`src/rtl/mem_arbiter.sv`:
```
`default_nettype none
// ============================================================================
//  Module   : mem_arbiter
//  Purpose  : Two-requester arbiter sharing a single memory port between an
//             instruction-side reader and a data-side reader/writer. Requests
//             are granted round-robin when both sides ask at once; the granted
//             operation is latched into registered mem_* outputs and held
//             until the memory responds, after which one IDLE cycle always
//             separates it from the next grant.
//  Ports    : clk, rst            - clock, asynchronous active-high reset
//             i_read/i_address    - instruction read request and address
//             i_rdata/i_resp      - instruction read data and completion pulse
//             d_read/d_write      - data read / write requests
//             d_byte_enable,
//             d_address, d_wdata  - data write mask, address and write data
//             d_rdata/d_resp      - data read data and completion pulse
//             mem_read/mem_write,
//             mem_byte_enable,
//             mem_address,
//             mem_wdata           - registered shared memory request
//             mem_rdata/mem_resp  - shared memory read data and completion
//  Revision : 1.0 - initial release
// ============================================================================
module mem_arbiter (
  input  logic        clk,
  input  logic        rst,
  // instruction side
  input  logic        i_read,
  input  logic [31:0] i_address,
  output logic [31:0] i_rdata,
  output logic        i_resp,
  // data side
  input  logic        d_read,
  input  logic        d_write,
  input  logic [3:0]  d_byte_enable,
  input  logic [31:0] d_address,
  input  logic [31:0] d_wdata,
  output logic [31:0] d_rdata,
  output logic        d_resp,
  // shared memory port
  output logic        mem_read,
  output logic        mem_write,
  output logic [3:0]  mem_byte_enable,
  output logic [31:0] mem_address,
  output logic [31:0] mem_wdata,
  input  logic [31:0] mem_rdata,
  input  logic        mem_resp
);

  typedef enum logic [1:0] {
    IDLE   = 2'd0,
    I_BUSY = 2'd1,
    D_BUSY = 2'd2
  } state_t;

  // Encoding of the last_grant register.
  localparam logic GRANT_I = 1'b0;
  localparam logic GRANT_D = 1'b1;

  localparam logic [3:0] BE_ALL = 4'hF;

  state_t      state_q, state_d;
  logic        last_grant_q, last_grant_d;
  logic        mem_read_q, mem_read_d;
  logic        mem_write_q, mem_write_d;
  logic [3:0]  mem_be_q, mem_be_d;
  logic [31:0] mem_addr_q, mem_addr_d;
  logic [31:0] mem_wdata_q, mem_wdata_d;

  logic        i_req;
  logic        d_req;
  logic        grant_i;
  logic        grant_d;

  // --------------------------------------------------------------------------
  // Request qualification and round-robin choice. When both sides request,
  // the side that did not win last time gets the port; a lone requester
  // always wins. After reset last_grant points at D so I wins the first tie.
  // --------------------------------------------------------------------------
  always_comb begin
    i_req   = i_read;
    d_req   = d_read | d_write;
    grant_i = i_req & (~d_req | (last_grant_q == GRANT_D));
    grant_d = d_req & (~i_req | (last_grant_q == GRANT_I));
  end

  // --------------------------------------------------------------------------
  // Next-state and next-request logic.
  // --------------------------------------------------------------------------
  always_comb begin
    state_d      = state_q;
    last_grant_d = last_grant_q;
    mem_read_d   = mem_read_q;
    mem_write_d  = mem_write_q;
    mem_be_d     = mem_be_q;
    mem_addr_d   = mem_addr_q;
    mem_wdata_d  = mem_wdata_q;

    case (state_q)
      IDLE: begin
        // mem_resp is deliberately not looked at here: a stray response
        // (e.g. one left over from a transaction killed by reset) is dropped.
        if (grant_i) begin
          state_d      = I_BUSY;
          last_grant_d = GRANT_I;
          mem_read_d   = 1'b1;
          mem_write_d  = 1'b0;
          mem_be_d     = BE_ALL;
          mem_addr_d   = i_address;
          mem_wdata_d  = 32'h0;
        end else if (grant_d) begin
          state_d      = D_BUSY;
          last_grant_d = GRANT_D;
          mem_addr_d   = d_address;
          // A write takes priority over a simultaneous read so the port
          // never carries both strobes at once.
          if (d_write) begin
            mem_read_d  = 1'b0;
            mem_write_d = 1'b1;
            mem_be_d    = d_byte_enable;
            mem_wdata_d = d_wdata;
          end else begin
            mem_read_d  = 1'b1;
            mem_write_d = 1'b0;
            mem_be_d    = BE_ALL;
            mem_wdata_d = 32'h0;
          end
        end
      end

      I_BUSY, D_BUSY: begin
        // The latched request is held until the memory answers, regardless
        // of what the requesters do in the meantime. Returning to IDLE
        // (rather than granting again directly) produces the one-cycle
        // bubble between back-to-back transactions.
        if (mem_resp) begin
          state_d     = IDLE;
          mem_read_d  = 1'b0;
          mem_write_d = 1'b0;
        end
      end

      default: begin
        state_d     = IDLE;
        mem_read_d  = 1'b0;
        mem_write_d = 1'b0;
      end
    endcase
  end

  // --------------------------------------------------------------------------
  // State and memory request registers.
  // --------------------------------------------------------------------------
  always_ff @(posedge clk or posedge rst) begin
    if (rst) begin
      state_q      <= IDLE;
      last_grant_q <= GRANT_D;
      mem_read_q   <= 1'b0;
      mem_write_q  <= 1'b0;
      mem_be_q     <= 4'h0;
      mem_addr_q   <= 32'h0;
      mem_wdata_q  <= 32'h0;
    end else begin
      state_q      <= state_d;
      last_grant_q <= last_grant_d;
      mem_read_q   <= mem_read_d;
      mem_write_q  <= mem_write_d;
      mem_be_q     <= mem_be_d;
      mem_addr_q   <= mem_addr_d;
      mem_wdata_q  <= mem_wdata_d;
    end
  end

  // --------------------------------------------------------------------------
  // Outputs. Responses are steered combinationally to the side that owns the
  // port; read data is broadcast and only meaningful alongside its resp.
  // --------------------------------------------------------------------------
  assign mem_read        = mem_read_q;
  assign mem_write       = mem_write_q;
  assign mem_byte_enable = mem_be_q;
  assign mem_address     = mem_addr_q;
  assign mem_wdata       = mem_wdata_q;

  assign i_resp  = (state_q == I_BUSY) & mem_resp;
  assign d_resp  = (state_q == D_BUSY) & mem_resp;
  assign i_rdata = mem_rdata;
  assign d_rdata = mem_rdata;

endmodule
`default_nettype wire

```
`config.mk`:
```
export PLATFORM = sky130hd
export DESIGN_NAME = mem_arbiter
export DESIGN_NICKNAME = d
export VERILOG_FILES = /design/src/rtl/mem_arbiter.sv
export SDC_FILE = /design/constraint.sdc
export NUM_CORES = 1
export LEC_CHECK = 0
export ABC_AREA = 1
export CAP_MARGIN = 0
export CORE_MARGIN = 4
export CORE_UTILIZATION = 25
export CTS_CLUSTER_SIZE = 16
export DETAILED_ROUTE_END_ITERATION = 7
export GPL_TIMING_DRIVEN = 0
export SETUP_SLACK_MARGIN = 0.3
export SLEW_MARGIN = 20
export SYNTH_ARGS = -nofsm -noshare
export SYNTH_HDL_FRONTEND = slang
export SYNTH_SLANG_ARGS = --single-unit
```
`constraint.sdc`:
```
create_clock -name clk -period 2.8 [get_ports clk]
set_input_delay 0.42 -clock clk [delete_from_list [all_inputs] [get_ports clk]]
set_output_delay 0.42 -clock clk [all_outputs]
set_load 0.03 [all_outputs]
```
==> results of run 1 <==
[flip-flops by register name, summed over array words and instances (netlist names)]
register	cells
mem_write	1
last_grant_q	1
mem_read	1
mem_wdata	32
mem_byte_enable	4
state_q	2
mem_address	32
[tightest hold or removal path, cell delays in order, from the launching register on]
cell     delay (ns)
dfrtp_1        0.34
nand2_1        0.05
nand2_1        0.05
[placed cells by master (no fill, tap or decap)]
cell type / Yosys / final
buf_12: 0 / 1
dfrtp_1: 72 / 72
o21ai_0: 1 / 1
clkbuf_16: 0 / 9
buf_1: 2 / 2
nand4_1: 33 / 33
nand3_1: 70 / 70
buf_4: 66 / 66
inv_4: 0 / 1
ha_1: 3 / 3
buf_6: 2 / 2
nand2_2: 2 / 2
o21ai_2: 1 / 1
clkbuf_1: 9 / 10
clkinvlp_4: 0 / 1
clkinv_2: 0 / 3
dfstp_2: 1 / 1
a21oi_2: 1 / 1
o21ai_1: 2 / 2
bufinv_16: 0 / 2
nor2_1: 2 / 2
nand2_1: 185 / 185
buf_2: 18 / 18
inv_1: 78 / 77
clkdlybuf4s50_1: 0 / 240
[final cells by class]
| cell class | instances | area [um2] | area share, % |
|---|---|---|---|
| inverters | 78 | 295 | 4.15 |
| flip-flops and latches | 73 | 1830 | 25.7 |
| clock buffers | 10 | 229 | 3.22 |
| multi-input cells | 300 | 1340 | 18.8 |
| clock inverters | 6 | 82.6 | 1.16 |
| well taps | 216 | 270 | 3.80 |
| plain buffers | 97 | 649 | 9.12 |
| repair buffers | 241 | 2420 | 34.0 |
[through the flow]
stage               TNS (ns)  power [mW]  cells
finish                     0        7.35   1021
global route               0        7.86   1021
CTS                        0        7.50   1021
detailed placement         0        6.21   1005
global placement      -68.35        6.19   1004
floorplan                  0        4.36    548
[cell families after synthesis]
kind of cell | Yosys count | share of synthesized area, %
AO/OA/AOI/OAI | 5 | 0.791
flip-flops | 73 | 44.5
AND/OR/NAND/NOR | 292 | 30.9
buffers and inverters | 175 | 22.9
adder cells (fa/ha/maj) | 3 | 0.913
[power by group]
part	leakage, nW	total (mW)	switching (mW)	internal (mW)
Sequential	0.914	1.87	0.278	1.60
Combinational	2.55	4.24	2.60	1.65
Clock	0.152	1.23	0.457	0.776
Total	3.61	7.35	3.33	4.02
[routing by layer]
metal	wire length, um	share of wire (%)
met1	6180	43
met2	6830	47
met3	1350	9.3
met4	157	1.1
met5	0	0
[worst max-delay path by stage]
stage | slack [ns] | end | cells after the start
floorplan | 0.53 | mem_address[0] | 1
global placement | -0.95 | mem_address[28] | 2
detailed placement | 0.51 | mem_wdata[9] | 6
CTS | 0.63 | d_resp | 5
global route | 0.56 | i_resp | 5
finish | 0.66 | d_resp | 5
==> flow_metrics.tcl, run 1 <==
set metrics [dict create \
    outcome "complete, no violations" \
    die_h_um 136 \
    fin_ws_ns 0.663 \
    vias 4203 \
    ctsResizeCount 0 \
    wire_per_inst_um 14.2 \
    pre_cts_ws_ns 0.512 \
    yosysWarnings 0 \
    use_met1_pct 18.3 \
    drtIter0Drc 136 \
    cts.sinks 73 \
    finClkSkew_ns 0.00572 \
    busiest_layer "met2" \
    cts_root_buf "clkbuf_16" \
    area_delta_synth_final_pct 73.1 \
    r2r_slack_ns 1.14 \
    min_to "mem_byte_enable[2]" \
    yosys.area.top_type "dfrtp_1" \
    synthFlopType "dfrtp_1" \
    synth_area_um2 4110 \
    crit_buf_inv 3 \
    synthCells 548 \
    dpl.hpwl_mm 11.1 \
    ctsHoldBuffers 0 \
    hold_depth 2 \
    grt_pass1_vias 4128 \
    track_usage_pct 15.1 \
    arrival_ns 1.72 \
    nets 941 \
    use_met2_pct 25.3 \
    boundaryPins 274 \
    gr-total-overflow 0 \
    post_cts_buffers 0 \
    synth_edf_count 0 \
    drcViolationCount 0 \
    rsz0062_at_grt "false" \
    reg2reg_from "state_q[0]" \
    synthArstFlopShare_pct 100 \
    clk-insertion-delay-late_ns 0.33 \
    gr-usage-met3_pct 5.07 \
    slew_headroom_pct 62.5 \
    avgSynthCellArea_um2 7.50 \
    ys_top_cells_by_area "dfrtp_1 (44%), nand2_1 (17%), buf_4 (12%), nand3_1 (8.5%), inv_1 (7.1%)" \
    required_ns 2.38 \
    cp_top_family "buffers and inverters" \
    gp_congestion 0.763 \
    ir_drop_v 0.000361 \
    cts_max_path_buffers 2 \
    fmax_ghz 0.468 \
    path_max_fanout 3 \
    path_class "reg -> out" \
    clk_pin_slew_ns 0.06 \
    ys_ff_latch 73 \
    drtPass1Iterations 4 \
    utilization_pct 44.5 \
    syn_nets 689 \
    place.port_buffers 240 \
    fin_hold_ws_ns 0.476 \
    endpoint_kind "primary output" \
    layout-drive-gt1-share_pct 13.4 \
    start_util_pct 25.7 \
    ys_top_cells_by_count "nand2_1 (185), inv_1 (78), dfrtp_1 (72), nand3_1 (70), buf_4 (66)" \
    cts_tree "yes" \
    fin_crit_ns 2.14 \
    worstHoldStart "mem_byte_enable[2]" \
    rows 46 \
    synth.distinct_cells 18 \
    r2r-end "mem_address[8]" \
    finalHoldViolations 0 \
    dpl_cell_area_um2 6810 \
    die-area_um2 18600 \
    cts_htree_levels 3 \
    tightest_slew_ns 0.563 \
    worst_path_largest_cell_delay_ns 0.66 \
    crit_path_start "state_q[0]" \
    powerDensity_nw_per_um2 1030 \
    drt-total-wl_mm 14.5 \
    setup_viol 0 \
    cts_buffers 9 \
    rr_worst_depth 8 \
    grt_pass1_wl_mm 21.8 \
    core-area_um2 16000 \
    yosysTopAreaCellShare_pct 43.8 \
    grt_start_max_net_pins 44 \
    crit_chain "inv_1 -> ha_1 -> nand2_1 -> inv_1 -> clkdlybuf4s50_1" \
    ys_seq_area_share_pct 44.5 \
    diodes 0 \
    crit_top_cell "inv_1" \
    ant_nets 0 \
    synth_most_common_cell "nand2_1" \
    vias_per_cell 4.12 \
    min_path_type "reg -> reg" \
    crit_slowest_cell "clkdlybuf4s50_1" \
    final_area_um2 7120 \
    die_x_um 136 \
    startpoint_type "register" \
    period_share_pct 76.3 \
    drv_cap 0 \
    antenna_found_initial 0 \
    drv_slew 0 \
    leakage_nw 3.61 \
    n_fill_cell 1673 \
]
Power figures use the tool's default switching activity.
==> inputs of run 2 (changes only) <==
Clock period 2.8 ns to 2.1 ns, I/O delays scaled along.
==> run 2 against run 1 <==
Effect of this change: design area is 0.91% higher; power grew 36%; clock-buffer cell count is the same; first-iteration DRC count up 36%; via count increased by 0.90%; clock skew is 0.0035 ns higher; flip-flop and latch count unchanged.
==> flow_metrics.tcl, run 2 (synthesized netlist as in run 1, its figures left out) <==
set metrics [dict create \
    outcome "complete, no violations" \
    dpl_cell_area_um2 6830 \
    n_fill_cell 1660 \
    drcViolationCount 0 \
    gp_congestion 0.804 \
    ctsHoldBuffers 0 \
    arrival_ns 1.41 \
    min_path_type "in -> async" \
    leakage_nw 3.63 \
    startpoint_type "register" \
    slew_headroom_pct 64.6 \
    cts.sinks 73 \
    vias 4241 \
    vias_per_cell 4.15 \
    clockPowerShare_pct 18.2 \
    diodes 0 \
    crit_slowest_cell "clkdlybuf4s50_1" \
    finalHoldViolations 0 \
    mostFrequentLayoutCell "clkdlybuf4s50_1" \
    period_share_pct 82.1 \
    worst_path_largest_cell_delay_ns 0.71 \
    p_sw_share_pct 44.7 \
    seq_power_share_pct 25.1 \
    tightest_slew_ns 0.531 \
    rows 46 \
    finClkSkew_ns 0.00917 \
    dpl.hpwl_mm 11.4 \
    clk_pin_slew_ns 0.06 \
    cts_max_path_buffers 2 \
    drtPass1Iterations 4 \
    nets 942 \
    met3WireLength_mm 1.54 \
    required_ns 1.78 \
    wire_per_inst_um 14.3 \
    drv_slew 0 \
    ir_drop_v 0.000530 \
    track_usage_pct 15.5 \
    drt-total-wl_mm 14.6 \
    dr_wl_met2_mm 6.90 \
    setup_tns_ns 0 \
    place.port_buffers 240 \
    path_class "reg -> out" \
    fin_cells 1022 \
    setup_viol 0 \
    final_cell_mix "clkdlybuf4s50_1 (238), nand2_1 (185), inv_1 (77), dfrtp_1 (72), nand3_1 (70)" \
    crit_buf_inv 1 \
    regArea_um2 1830 \
    cts_buffers 9 \
    grt_pass1_wl_mm 22.4 \
    fin_crit_ns 1.72 \
    grt_pass1_vias 4220 \
    final_area_um2 7180 \
    dp.cells 1006 \
    cp_top_family "buffers and inverters" \
    grt_start_max_net_pins 31 \
    clk-insertion-delay-late_ns 0.34 \
    crit_chain "clkdlybuf4s50_1" \
    cts_root_buf "clkbuf_16" \
    ant_nets 0 \
    die-area_um2 18600 \
    multi_input_area_um2 1350 \
    cts_tree "yes" \
    layout-drive-gt1-share_pct 13.9 \
    core-area_um2 16000 \
    rsz0062_at_grt "false" \
    boundaryPins 274 \
    powerDensity_nw_per_um2 1390 \
    die_h_um 136 \
    cts_htree_levels 3 \
    cellInternalPower_mw 5.53 \
    gr-total-overflow 0 \
    drtIter0Drc 185 \
    routed.top_layer "met4" \
    area_delta_synth_final_pct 74.7 \
    pwr-share-comb_pct 56.7 \
    antenna_found_initial 0 \
    die_x_um 136 \
    endpoint_kind "primary output" \
    drv_cap 0 \
    path_max_fanout 2 \
    p_sw_mw 4.46 \
    start_util_pct 25.7 \
    wl_met1_mm 6.08 \
    fmax_ghz 0.580 \
]
run 2: power by group through the flow:
stage                     clock, mW  combinational, mW  sequential [mW]
final                          1.82               5.67             2.50
after global routing           1.95               6.15             2.60
after CTS                      1.89               5.77             2.51
after detailed placement          0               5.76             2.51
after global placement            0               5.72             2.51
after floorplan                   0               1.98             3.83
run 2: timing repair:
action / CTS / global route
gates cloned: 0 / 0
setup buffers: 0 / 0
endpoints found under the setup margin: 2 / 26
endpoints found under the hold margin: 0 / 0
resized for setup: 2 / 7
run 2: layout make-up:
cell class,count,area share (%)
buffer,97,9.11
clock buffer,10,3.33
clock inverter,6,1.59
inverter,78,4.13
multi-input combinational,300,18.8
sequential,73,25.4
tap,216,3.76
timing repair buffer,242,33.9
run 2: layer usage:
metal	global-route usage, %	vias to the layer above
li1	-	2137
met1	19.2	1925
met2	25.4	177
met3	6.55	2
met4	3.02	0
met5	0	-
run 2: worst paths after layout:
path	startpoint	endpoint	slack, ns	cells past startpoint
worst min register to register	mem_address[4]	mem_address[4]	0.47	2
max in group asynchronous	rst	mem_wdata[12]	1.22	3
worst min-delay path	rst	mem_wdata[19]	0.37	2
worst max-delay path	mem_address[30]	mem_address[30]	0.38	1
min in group clk	i_read	mem_address[31]	0.40	4
worst max register to register	state_q[0]	mem_address[19]	0.48	8
run 2: metrics by stage:
stage / utilization (%) / hold WS [ns] / setup slack (ns) / total power [mW]
finish: 44.9 / 0.366 / 0.375 / 9.99
global route: 44.9 / 0.389 / 0.300 / 10.7
CTS: 44.9 / 0.366 / 0.298 / 10.2
detailed placement: 42.7 / 0.464 / -0.0227 / 8.27
global placement: 42.4 / 0.462 / -0.0752 / 8.23
floorplan: - / 0.463 / 0.776 / 5.81
